[src/rtl/uart_tx_buffered.sv]
// uart_tx_buffered: 8N1 UART transmitter fed from a small circular FIFO.
// Byte-wide valid/ready input, registered serial output idling high.
// Optional even-parity bit between data and stop when UART_TX_PARITY_EN
// is defined (8E1, 11-bit frames); default build is plain 8N1.
//
// state  | meaning
// -------+------------------------------------------------------------
// IDLE   | line high, waiting for the FIFO to hold a byte
// START  | start bit (low) for CLKS_PER_BIT cycles
// DATA   | 8 data bits LSB first, CLKS_PER_BIT cycles each
// PARITY | even parity of the data byte (only with UART_TX_PARITY_EN)
// STOP   | stop bit (high); chains straight into START if FIFO non-empty

module uart_tx_buffered #(
    parameter int CLKS_PER_BIT = 104,
    parameter int FIFO_AW      = 2
) (
    input  logic               CLK,
    input  logic               rst,
    input  logic [7:0]         tx_data,
    input  logic               tx_valid,
    output logic               tx_ready,
    output logic               tx_out,
    output logic               tx_busy,
    output logic [FIFO_AW:0]   fifo_level
);

    localparam int DEPTH = 1 << FIFO_AW;
    localparam logic [FIFO_AW:0] LEVEL_FULL = (FIFO_AW + 1)'(DEPTH);
    localparam int BW = (CLKS_PER_BIT > 1) ? $clog2(CLKS_PER_BIT) : 1;
    localparam logic [BW-1:0] BAUD_LAST = BW'(CLKS_PER_BIT - 1);

    typedef enum logic [2:0] {
        IDLE,
        START,
        DATA,
`ifdef UART_TX_PARITY_EN
        PARITY,
`endif
        STOP
    } state_t;

    state_t state_q;
    state_t state_d;

    logic [7:0]         mem [DEPTH];
    logic [FIFO_AW-1:0] wr_ptr;
    logic [FIFO_AW-1:0] rd_ptr;
    logic [7:0]         head;
    logic               push;
    logic               pop;

    logic [BW-1:0]      baud_cnt;
    logic [2:0]         bit_idx;
    logic [7:0]         shift_reg;
    logic               bit_done;
    logic               line_d;
`ifdef UART_TX_PARITY_EN
    logic               parity_bit;
`endif

    // Ready depends only on the registered level, so a same-cycle pop never frees a slot early.
    assign tx_ready = (fifo_level != LEVEL_FULL);
    assign push     = tx_valid && tx_ready;
    assign head     = mem[rd_ptr];
    assign bit_done = (baud_cnt == BAUD_LAST);
    assign tx_busy  = (state_q != IDLE) || (fifo_level != '0);

    // FIFO storage; contents need no reset because level gates every read.
    always_ff @(posedge CLK) begin
        if (push) begin
            mem[wr_ptr] <= tx_data;
        end
    end

    // FIFO pointers and occupancy.
    always_ff @(posedge CLK) begin
        if (rst) begin
            wr_ptr     <= '0;
            rd_ptr     <= '0;
            fifo_level <= '0;
        end else begin
            if (push) begin
                wr_ptr <= wr_ptr + 1'b1;
            end
            if (pop) begin
                rd_ptr <= rd_ptr + 1'b1;
            end
            case ({push, pop})
                2'b10:   fifo_level <= fifo_level + 1'b1;
                2'b01:   fifo_level <= fifo_level - 1'b1;
                default: fifo_level <= fifo_level;
            endcase
        end
    end

    // FSM state register.
    always_ff @(posedge CLK) begin
        if (rst) begin
            state_q <= IDLE;
        end else begin
            state_q <= state_d;
        end
    end

    // Next-state decode; pops only when leaving IDLE or chaining out of STOP.
    always_comb begin
        state_d = state_q;
        pop     = 1'b0;
        case (state_q)
            IDLE: begin
                if (fifo_level != '0) begin
                    pop     = 1'b1;
                    state_d = START;
                end
            end
            START: begin
                if (bit_done) begin
                    state_d = DATA;
                end
            end
            DATA: begin
                if (bit_done && (bit_idx == 3'd7)) begin
`ifdef UART_TX_PARITY_EN
                    state_d = PARITY;
`else
                    state_d = STOP;
`endif
                end
            end
`ifdef UART_TX_PARITY_EN
            PARITY: begin
                if (bit_done) begin
                    state_d = STOP;
                end
            end
`endif
            STOP: begin
                if (bit_done) begin
                    if (fifo_level != '0) begin
                        pop     = 1'b1;
                        state_d = START;
                    end else begin
                        state_d = IDLE;
                    end
                end
            end
            default: begin
                state_d = IDLE;
            end
        endcase
    end

    // Line level for the current state; registered into tx_out below.
    always_comb begin
        line_d = 1'b1;
        case (state_q)
            IDLE:    line_d = 1'b1;
            START:   line_d = 1'b0;
            DATA:    line_d = shift_reg[0];
`ifdef UART_TX_PARITY_EN
            PARITY:  line_d = parity_bit;
`endif
            STOP:    line_d = 1'b1;
            default: line_d = 1'b1;
        endcase
    end

    // Baud timing, bit index and data shift register.
    always_ff @(posedge CLK) begin
        if (rst) begin
            baud_cnt  <= '0;
            bit_idx   <= '0;
            shift_reg <= '0;
        end else if (pop) begin
            baud_cnt  <= '0;
            bit_idx   <= '0;
            shift_reg <= head;
        end else if (state_q == IDLE) begin
            baud_cnt <= '0;
        end else if (bit_done) begin
            baud_cnt <= '0;
            if (state_q == DATA) begin
                shift_reg <= shift_reg >> 1;
                bit_idx   <= bit_idx + 1'b1;
            end
        end else begin
            baud_cnt <= baud_cnt + 1'b1;
        end
    end

`ifdef UART_TX_PARITY_EN
    // Even parity captured alongside the byte at pop time.
    always_ff @(posedge CLK) begin
        if (rst) begin
            parity_bit <= 1'b0;
        end else if (pop) begin
            parity_bit <= ^head;
        end
    end
`endif

    // Registered serial output; reset forces the line high on the next edge.
    always_ff @(posedge CLK) begin
        if (rst) begin
            tx_out <= 1'b1;
        end else begin
            tx_out <= line_d;
        end
    end

endmodule

[config.mk]
export PLATFORM = sky130hd
export DESIGN_NAME = uart_tx_buffered
export DESIGN_NICKNAME = d
export VERILOG_FILES = /design/src/rtl/uart_tx_buffered.sv
export SDC_FILE = /design/constraint.sdc
export NUM_CORES = 1
export LEC_CHECK = 0
export BUFFER_PORTS_ARGS = -buffer_cell sky130_fd_sc_hd__buf_2
export CORE_UTILIZATION = 55
export CTS_BUF_LIST = sky130_fd_sc_hd__clkbuf_8 sky130_fd_sc_hd__clkbuf_16
export DETAILED_ROUTE_END_ITERATION = 7
export PLACE_DENSITY = 0.73
export SLEW_MARGIN = 10
export SYNTH_ARGS = -nofsm -noshare
export SYNTH_HDL_FRONTEND = slang
export SYNTH_SLANG_ARGS = --single-unit
[constraint.sdc]
create_clock -name CLK -period 7.32 [get_ports CLK]
set_input_delay 0 -clock CLK [delete_from_list [all_inputs] [get_ports CLK]]
set_output_delay 0 -clock CLK [all_outputs]
set_load 0.01 [all_outputs]
==> results.md, run 1 <==
- Starting DRT DRC Count: 49
- Critical path's slowest cell: o21ai_2
- TritonCTS buffer count: 9
- Max reg flops: 32
- Syn Inst Count: between 200 and 250
- Most common cell after layout, fill and taps aside: edfxtp_1
- Max_cap viols: 0
- Post-synthesis net count: roughly 230
- Distinct cells, synth: 38
- Vias per cell: between 5 and 6
- Sw Share: 32.2%
- Fillers: 356
- Place WS: around 4.6 ns
- Syn avg cell area: between 10 and 15 um^2
- Power Density: roughly 350 mW/mm^2
- Clock share of power: 26.8%
- Worst stage delay on the critical path: about 0.65 ns
- CP Class: reg2reg
- Final Setup Violations: 0
- CP Launch Type: register
- Ant. Diodes: 0
- Final hold viol count: 0
- Psw: 344 uW
- Clk_lat worst skew: 0.34 ns
- WP buf/inv: 1
- Post_cts resized: 0
- Final ANT Viol Nets: 0
- Syn-to-layout area delta: 13.8%
- Post-DP HPWL: 3150 um
- Initial antenna violation count: 0
- Clock buffer depth: 2
- Register Area: 0.00156 mm^2
- IO Pins: 17
- Cells along the critical path: inv_1 -> ha_1 -> o21ai_2 -> nor2_1 -> fa_1 -> and3_1 -> mux2i_1 -> mux2_1
- Nets: 254
- Share of layout cells above drive strength 1: around 20%
- RSZ-0062 raised after global routing: false
- Via count: 1,612
- F_max: roughly 360 MHz
- Hold_buf cts: 8
- Clock root cell: clkbuf_8
- Pleak: ~0.0011 uW
- Die height: 72.2 um
- Number of global-route vias before repair: 1,737
- Core area: about 0.0047 mm^2
- Die Span X: 72.2 um
- FP Rows: 25
- Worst EP required: 7.55 ns
- Synthesized area: 0.00271 mm^2
- H-tree depth: 3
- Setup TNS: 0 ns
- Reg power frac: 44.3%
- Multi-input combinational cell area: 0.00105 mm^2
- Initial Util: 57.4%
- Hold_sp: rst
- Largest net degree at the start of global routing: 28
- Synth Register Bits: 62
- WL/cell: approximately 15 um
- GP Congestion: 0.790
- Worst vdd ir: between 0.2 and 0.25 mV
- CTS tree: yes
- Status: finished clean
- Total Power: 1070 uW
- Int Power: 724 uW
- Setup Buffers After CTS: 0
- CP arrival: 3.02 ns
- Crit path max-delay family: adder cells
- CP max FO: 20
- Setup ws final: 4.53 ns
- Clock skew: ~0.0047 ns
- Worst slew pin tran: 0.772 ns
- Global-route wire length before repair: 7940 um
- Number of remaining DRC errors: 0
- Final Cycle Share: 38.1%
- Fin crit period: 2.79 ns
- Final Routed Wirelength: 4640 um
- Synth warn: 0
- All-layer global routing usage: 21.4%
- Total gr overflow: 0
- HP Class: in2reg
- DR pass1 iterations: 6
- Crit end category: register
- Worst reg2reg path startpoint: state_q[0]
- Most frequent cells in the layout: edfxtp_1 (32), dfxtp_1 (30), nor2_1 (26)
- Clk sinks: 62
- PortBufs: 16
- Combinational share of power: roughly 29%
- Slew HR: 48.5%
- Final Max Slew Viols: 0
- Worst-path clk slew: about 0.070 ns
- Die area: ~0.0052 mm^2
- Sequential area share after synthesis: 57.6%
- Worst setup path startpoint: state_q[0]
==> final timing paths <==
| kind | endpoint | slack (ns) | cells past startpoint |
|---|---|---|---|
| worst max-delay path | fifo_level[2] | 4.53 | 8 |
| worst max register to register | fifo_level[2] | 4.53 | 8 |
| worst min-delay path | state_q[1] | 0.09 | 2 |
| worst min register to register | baud_cnt[0] | 0.46 | 1 |
==> through the flow <==
step / area, um^2 / hold slack (ns) / util (%) / cells
4_1_cts: 3080 / 0.0725 / 65.2 / 303
3_3_place_gp: 2810 / 0.209 / 59.5 / 279
2_1_floorplan: 2710 / 0.0989 / - / 206
5_1_grt: 3080 / 0.112 / 65.2 / 303
3_5_place_dp: 2810 / 0.215 / 59.5 / 279
6_report: 3080 / 0.0871 / 65.2 / 303
==> cell usage after synthesis <==
cell | instances | area (um^2)
nor2_1 | 26 | 97.6
nand3b_1 | 1 | 7.51
ha_1 | 11 | 138
clkbuf_1 | 4 | 15.0
buf_6 | 3 | 33.8
o21a_1 | 2 | 15.0
mux2_1 | 1 | 11.3
inv_1 | 9 | 33.8
nand2_1 | 6 | 22.5
mux4_2 | 8 | 180
a211oi_1 | 8 | 60.1
o21ai_2 | 1 | 8.76
and3_1 | 5 | 31.3
nor2b_1 | 2 | 12.5
xor2_1 | 2 | 17.5
or3b_1 | 1 | 8.76
nor4_4 | 1 | 21.3
a2111oi_0 | 1 | 8.76
nand3_1 | 2 | 10.0
nand2b_1 | 4 | 25.0
or3_1 | 2 | 12.5
edfxtp_1 | 32 | 961
mux2_2 | 1 | 11.3
nor4b_2 | 1 | 15.0
buf_1 | 1 | 3.75
o21ai_0 | 2 | 10.0
nor3_1 | 6 | 30.0
dfxtp_1 | 30 | 601
and2_4 | 1 | 8.76
xnor2_2 | 1 | 16.3
a21oi_1 | 5 | 25.0
xnor2_1 | 5 | 43.8
nor2_4 | 1 | 11.3
nand3_4 | 1 | 17.5
nand4b_1 | 1 | 8.76
fa_1 | 1 | 20.0
buf_2 | 3 | 15.0
mux2i_1 | 14 | 140
==> layout make-up <==
cell class              instances  area share, %
flip-flops and latches         62           50.7
multi-input cells             124           33.9
repair buffers                 25           5.44
clock buffers                   9           4.02
well taps                      67           2.72
clock inverters                 7           2.11
inverters                       9           1.10
==> logic make-up (layout without fill, tap and decap cells) <==
logic type | Yosys count | after routing | synth area share [%]
AOI/OAI and AO/OA | 19 | 19 | 4.71
xor gates and xnor gates | 8 | 8 | 2.86
adders and majority gates | 12 | 12 | 5.82
buffers and inverters | 20 | 50 | 3.74
DFF | 62 | 62 | 57.6
muxes | 24 | 24 | 12.7
and+or+nand+nor | 61 | 61 | 12.6
==> routing by layer <==
| metal | global-route usage (%) | vias to the layer above | part of all wire, % |
|---|---|---|---|
| met5 | 0 | - | 0 |
| met4 | 10.9 | 0 | 1.7 |
| met3 | 6.81 | 6 | 2.5 |
| met2 | 36.7 | 28 | 53 |
| met1 | 24.0 | 793 | 43 |
| li1 | - | 785 | - |
==> power by group through the flow <==
stage	registers [uW]	logic, uW	clock network [uW]
after floorplan	460	261	0
after global placement	476	284	0
after detailed placement	482	305	0
after CTS	475	309	293
after global routing	484	342	307
final	473	308	287
(Power assumes the default switching activity.)
==> run 2: changes to the inputs <==
--- a/config.mk
+++ b/config.mk
@@ -5,6 +5,7 @@
 export SDC_FILE = /design/constraint.sdc
 export NUM_CORES = 1
 export LEC_CHECK = 0
+export ABC_AREA = 1
 export BUFFER_PORTS_ARGS = -buffer_cell sky130_fd_sc_hd__buf_2
 export CORE_UTILIZATION = 55
 export CTS_BUF_LIST = sky130_fd_sc_hd__clkbuf_8 sky130_fd_sc_hd__clkbuf_16
==> constraint.sdc (replaced) <==
create_clock -name CLK -period 2.8 [get_ports CLK]
set_input_delay 0 -clock CLK [delete_from_list [all_inputs] [get_ports CLK]]
set_output_delay 0 -clock CLK [all_outputs]
set_load 0.01 [all_outputs]
==> run 2 against run 1 <==
  * Clock-buffer cell count unchanged
  * Synthesized area down 0.60%
  * Cell area up 1.9%
  * Critical path depth up 3
  * Non-clock buffer count up 2
  * Hold slack better by 0.072 ns
  * Sequential share of layout area down 0.93 points
  * Total power rose to 2.8 times the previous value
==> results.md, run 2 <==
- Worst vdd ir: 0.566 mV
- Setup TNS: 0 ns
- Syn Inst Count: 285
- Clock skew: approximately 0.013 ns
- Final Cycle Share: roughly three quarters
- PortBufs: 16
- CP Class: reg2reg
- Syn avg cell area: 9.45 um^2
- Async SR Flop Fraction: 0%
- Primary FF master, synth: edfxtp_1
- Wl on met1: 2150 um
- Final Setup Violations: 0
- Number of remaining DRC errors: 0
- Worst EP required: roughly 3.0 ns
- Nets: 340
- RSZ-0062 raised after global routing: false
- Routed wl met2: 2310 um
- Number of global-route vias before repair: 1,849
- Final hold slack: 0.159 ns
- Syn-to-layout area delta: 16.6%
- Top post-synthesis cells by area: edfxtp_1 (36%), dfxtp_1 (22%), nor2_1 (7.2%)
- Core Util, Final: 66.5%
- Synth Register Bits: 62
- Die area: 0.00518 mm^2
- Total Power: 3010 uW
- GP Congestion: 0.745
- Core area: ~0.0047 mm^2
- F_max: 480 MHz
- Post-DP HPWL: 3090 um
- Global-route wire length before repair: 8150 um
- Synth warn: 0
- Post_cts resized: 0
- Max_cap viols: 0
- Initial antenna violation count: 0
- Share of layout cells above drive strength 1: 14.0%
- Yosys top cell by area: edfxtp_1
- WL/cell: 12.4 um
- DR pass1 iterations: 4
- Worst-path clk slew: around 0.06 ns
- Synthesized area: roughly 0.0027 mm^2
- EDFF count, synth: 32
- HP Class: in2reg
- Top cells by count, synth: nor2_1 (52), nand2_1 (37), edfxtp_1 (32)
- Setup ws final: 0.716 ns
- Critical path's slowest cell: fa_1
- Vias per cell: 5.00
- Met3 routed WL: 253 um
- Final ANT Viol Nets: 0
- CTS tree: yes
- CP arrival: 2.32 ns
- Final Max Slew Viols: 0
- Final hold viol count: 0
- Largest net degree at the start of global routing: 18
- H-tree depth: 3
- Max reg flops: 32
- Top layer in use: met4
- Total gr overflow: 0
- WP buf/inv: 3
- Initial Util: 57.0%
- Most common cell after layout, fill and taps aside: nor2_1
- Worst stage delay on the critical path: 0.40 ns
- Distinct cells, synth: 29
- Status: finished clean
- Count leader, synth: nor2_1
- Clock buffer depth: 2
- Die Span X: 72.0 um
- Ant. Diodes: 0
- CP max FO: 11
- Clock root cell: clkbuf_8
- Starting DRT DRC Count: approximately 110
- IO Pins: 17
- Cells along the critical path: inv_1 -> ha_1 -> nand2_1 -> nand2_2 -> nand3_1 -> inv_1 -> fa_1 -> inv_1 -> nand4_1 -> a21oi_1 -> nor2_1
- Slew HR: 46.4%
- All-layer global routing usage: around 22%
- Final Routed Wirelength: 4810 um
- FP Rows: 25
- Crit end category: register
- Crit path max-delay family: adder cells
- Power Density: roughly 960 mW/mm^2
- Pleak: 0.00126 uW
- Most used cell, CP: inv_1
- Post-synth top area share: a little over a third
- TritonCTS buffer count: 9
- CP Launch Type: register
- Clk_lat worst skew: 0.34 ns
- Clk sinks: 62
- Post-synthesis net count: 308
- Fin crit period: 2.08 ns
- Worst slew pin tran: 0.802 ns
- Die height: 72.0 um
- Via count: 1,945
- Sequential area share after synthesis: 58.0%
- Most frequent cells in the layout: nor2_1 (52), nand2_1 (37), edfxtp_1 (32)
- Place WS: 0.720 ns
[run 2: changes by cell type after synthesis, sizes merged, moves of 5 or more]
| cell | delta |
|---|---|
| nand2 | +33 |
| and3 | -5 |
| inv | +23 |
| nor2 | +27 |
| o21ai | +19 |
| o22ai | +8 |
| mux4 | -8 |
| mux2i | -14 |
| a21oi | +6 |
| a211oi | -8 |
| nand3 | +14 |
[run 2: worst paths after layout]
check / start / to / slack, ns / depth (start not counted)
max: state_q[0] / fifo_level[2] / 0.72 / 11
min reg2reg: rd_ptr[1] / rd_ptr[1] / 0.46 / 2
min: tx_valid / wr_ptr[0] / 0.16 / 3
max reg2reg: state_q[0] / fifo_level[2] / 0.72 / 11
[run 2: report_power, final]
group	internal (uW)	switching [uW]	leakage [uW]	total, uW
Sequential	1130	117	0.000539	1250
Combinational	314	611	0.000616	925
Clock	494	344	0.000104	839
Total	1940	1070	0.00126	3010
[run 2: layout make-up]
class,count,area [um^2]
sequential,62,1560
fill,384,1580
tap,67,83.8
clock buffer,9,124
clock inverter,7,88.8
inverter,34,129
timing repair buffer,27,185
multi-input combinational,183,967
[run 2: per-stage QoR]
stage	cells	instance area (um^2)
detailed placement	364	2840
CTS	389	3140
floorplan	285	2690
global route	389	3140
finish	389	3140
global placement	364	2840
[run 2: logic make-up (layout without fill, tap and decap cells)]
logic type / after synthesis / after routing / synth area share, %
AND/OR/NAND/NOR: 121 / 121 / 19.3
flip-flops: 62 / 62 / 58.0
AO/OA/AOI/OAI: 44 / 44 / 8.83
buffers and inverters: 40 / 77 / 6.09
adder cells (fa/ha/maj): 12 / 12 / 5.85
XOR/XNOR: 6 / 6 / 1.95
[run 2: timing repair]
item,4_1_cts,5_1_grt
hold buffers,9,0
setup buffers,0,0
hold endpoints to repair,40,0
[run 2: per-layer routing]
layer / global-route usage [%] / up-vias
met5: 0 / -
met1: 26.0 / 880
li1: - / 1010
met3: 8.33 / 9
met2: 34.6 / 46
met4: 11.3 / 0
[run 2: worst reg2reg max path, delay by kind of cell (launching register included)]
kind | cells | cell delay (ns)
simple gates | 5 | 0.48
buf+inv | 3 | 0.22
fa+ha+maj | 2 | 0.74
compound gates | 1 | 0.17
flops | 1 | 0.37
==> run 3: changes to the inputs <==
--- a/config.mk
+++ b/config.mk
@@ -7,10 +7,10 @@
 export LEC_CHECK = 0
 export ABC_AREA = 1
 export BUFFER_PORTS_ARGS = -buffer_cell sky130_fd_sc_hd__buf_2
-export CORE_UTILIZATION = 55
+export CORE_UTILIZATION = 54
 export CTS_BUF_LIST = sky130_fd_sc_hd__clkbuf_8 sky130_fd_sc_hd__clkbuf_16
 export DETAILED_ROUTE_END_ITERATION = 7
-export PLACE_DENSITY = 0.73
+export PLACE_DENSITY = 0.75
 export SLEW_MARGIN = 10
 export SYNTH_ARGS = -nofsm -noshare
 export SYNTH_HDL_FRONTEND = slang
==> constraint.sdc (replaced) <==
create_clock -name CLK -period 1.9 [get_ports CLK]
set_input_delay 0 -clock CLK [delete_from_list [all_inputs] [get_ports CLK]]
set_output_delay 0 -clock CLK [all_outputs]
set_load 0.01 [all_outputs]
==> run 3 against run 2 <==
  * Die area up 1.8%
  * Cell count rose by 2.3%
  * Hold slack got worse by 0.042 ns
  * Clock skew shrank 0.0044 ns
  * Global-route usage down 1.4 points
  * Combinational power grew 70%
  * Fmax is 18% higher
  * Routed wire length grew 2.6%
  * Sequential power is 44% higher
  * Total power up 51%
  * Largest power group unchanged
==> results.md, run 3 (same netlist as run 2, synthesis figures left out) <==
- Status: finished clean
- Cells along the critical path: ha_1 -> nand3_1 -> nor2_2 -> nand2_1 -> nand2_2 -> nand3_1 -> inv_1 -> fa_2 -> nor2_1 -> nor2_1
- CP Launch Type: register
- Worst r2r dst: fifo_level[1]
- Worst reg2reg path startpoint: baud_cnt[0]
- TritonCTS buffer count: 9
- Die height: 72.6 um
- RSZ-0062 raised after global routing: false
- CP arrival: roughly 2.0 ns
- Fin crit period: 1.77 ns
- Final Setup Violations: 0
- GRT met1 Usage: 23.5%
- R2R Setup Slk: 0.13 ns
- Most common cell after layout, fill and taps aside: nor2_1
- Core area: 0.00475 mm^2
- Final ANT Viol Nets: 0
- Power Density: 1410 mW/mm^2
- Dpl cell area: 0.00290 mm^2
- GP Congestion: around 0.79
- Worst vdd ir: 0.830 mV
- CTS tree: yes
- Number of global-route vias before repair: 1,785
- Hold_sp: tx_valid
- Crit end category: register
- Max reg flops: 32
- Die area: 0.00527 mm^2
- Clk_lat worst skew: 0.34 ns
- Ant. Diodes: 0
- Largest net degree at the start of global routing: 17
- Clk sinks: 62
- Initial antenna violation count: 0
- HP Class: in2reg
- Syn-to-layout area delta: 19.6%
- FP Rows: 25
- Global-route wire length before repair: between 7000 and 8000 um
- Critical path's slowest cell: fa_2
- DR pass1 iterations: 4
- Worst setup path startpoint: baud_cnt[0]
- Nets: 349
- Worst-path clk slew: 0.07 ns
- CP max FO: 4
- Initial Util: 56.6%
- Worst EP required: ~2.1 ns
- Worst slew pin tran: about 0.46 ns
- Final Max Slew Viols: 0
- Most frequent cells in the layout: nor2_1 (52), nand2_1 (36), edfxtp_1 (32)
- Worst hold path stage count: 4
- Final Routed Wirelength: 4940 um
- Number of remaining DRC errors: 0
- Worst stage delay on the critical path: 0.42 ns
- Total gr overflow: 0
- Fillers: 390
- WL/cell: 12.4 um
- Met2 Use GR: a little over a third
- Clock root cell: clkbuf_8
- Vias per cell: 4.98
- Gr busiest metal: met2
- Setup TNS: 0 ns
- Final hold viol count: 0
- Post-DP HPWL: ~3200 um
- PortBufs: 16
- Share of layout cells above drive strength 1: between 10% and 20%
- Pleak: 0.00130 uW
- Clock buffer depth: 2
- Hold Path End: wr_ptr[0]
- All-layer global routing usage: 20.4%
- F_max: 564 MHz
- Met3 usage: 5.39%
- Via count: 1,983
- H-tree depth: 3
- Setup Buffers After CTS: 0
- Worst Reg-to-Reg Cells: 10
- Final Cycle Share: 93.3%
- Total Power: 4540 uW
- Die Span X: 72.6 um
- Slew HR: between 60 and 70%
- Max_cap viols: 0
- IO Pins: 17
- Fin area: approximately 0.0032 mm^2
- Starting DRT DRC Count: 67
- Clock skew: 0.00876 ns
- CP Class: reg2reg
## run 3: critical path, delay by kind of cell, from the launching register on
kind,cells,cell delay [ns]
DFF,1,0.34
and+or+nand+nor,7,0.68
buffers and inverters,1,0.08
adders and majority gates,2,0.58
## run 3: per-stage QoR
stage / util [%] / instances / setup slack (ns) / hold slack [ns]
finish: 67.7 / 398 / 0.127 / 0.117
global route: 67.7 / 398 / 0.00460 / 0.147
CTS: 67.3 / 398 / 0.0176 / 0.109
detailed placement: 61.1 / 373 / 0.0310 / 0.214
global placement: 61.1 / 373 / 0.111 / 0.215
floorplan: - / 285 / 0.0238 / 0.0989
## run 3: power breakdown
part	internal (uW)	switching, uW	total, uW
combinational	571	997	1570
sequential	1670	126	1800
clock	620	559	1180
## run 3: repair_timing
item | in CTS | in global routing
hold buffers | 9 | 0
resized for setup | 0 | 6
endpoints found under the setup margin | 0 | 10
hold endpoints to repair | 40 | 0
## run 3: layout make-up
cell class                      instances  area, um^2  share of cell area (%)
Clock inverter                          7        80.1                    2.49
Sequential cell                        62        1570                    48.6
Inverter                               34         129                    4.00
Multi-Input combinational cell        183         985                    30.6
Tap cell                               67        83.8                    2.60
Clock buffer                            9         124                    3.85
Timing Repair Buffer                   36         253                    7.85
## run 3: how the worst max path moves through the flow
stage,cells past startpoint,endpoint,slack [ns]
final,10,fifo_level[1],0.13
after global routing,12,fifo_level[2],0.005
after CTS,12,fifo_level[2],0.02
after detailed placement,12,fifo_level[2],0.03
after global placement,12,fifo_level[2],0.11
after floorplan,11,fifo_level[2],0.02
## run 3: layer usage
metal | routed length (um) | vias up | share of wire [%]
met5 | 0 | - | 0
met4 | 79 | 0 | 1.6
met3 | 138 | 7 | 2.8
met2 | 2490 | 29 | 50
met1 | 2240 | 917 | 45
li1 | - | 1030 | -
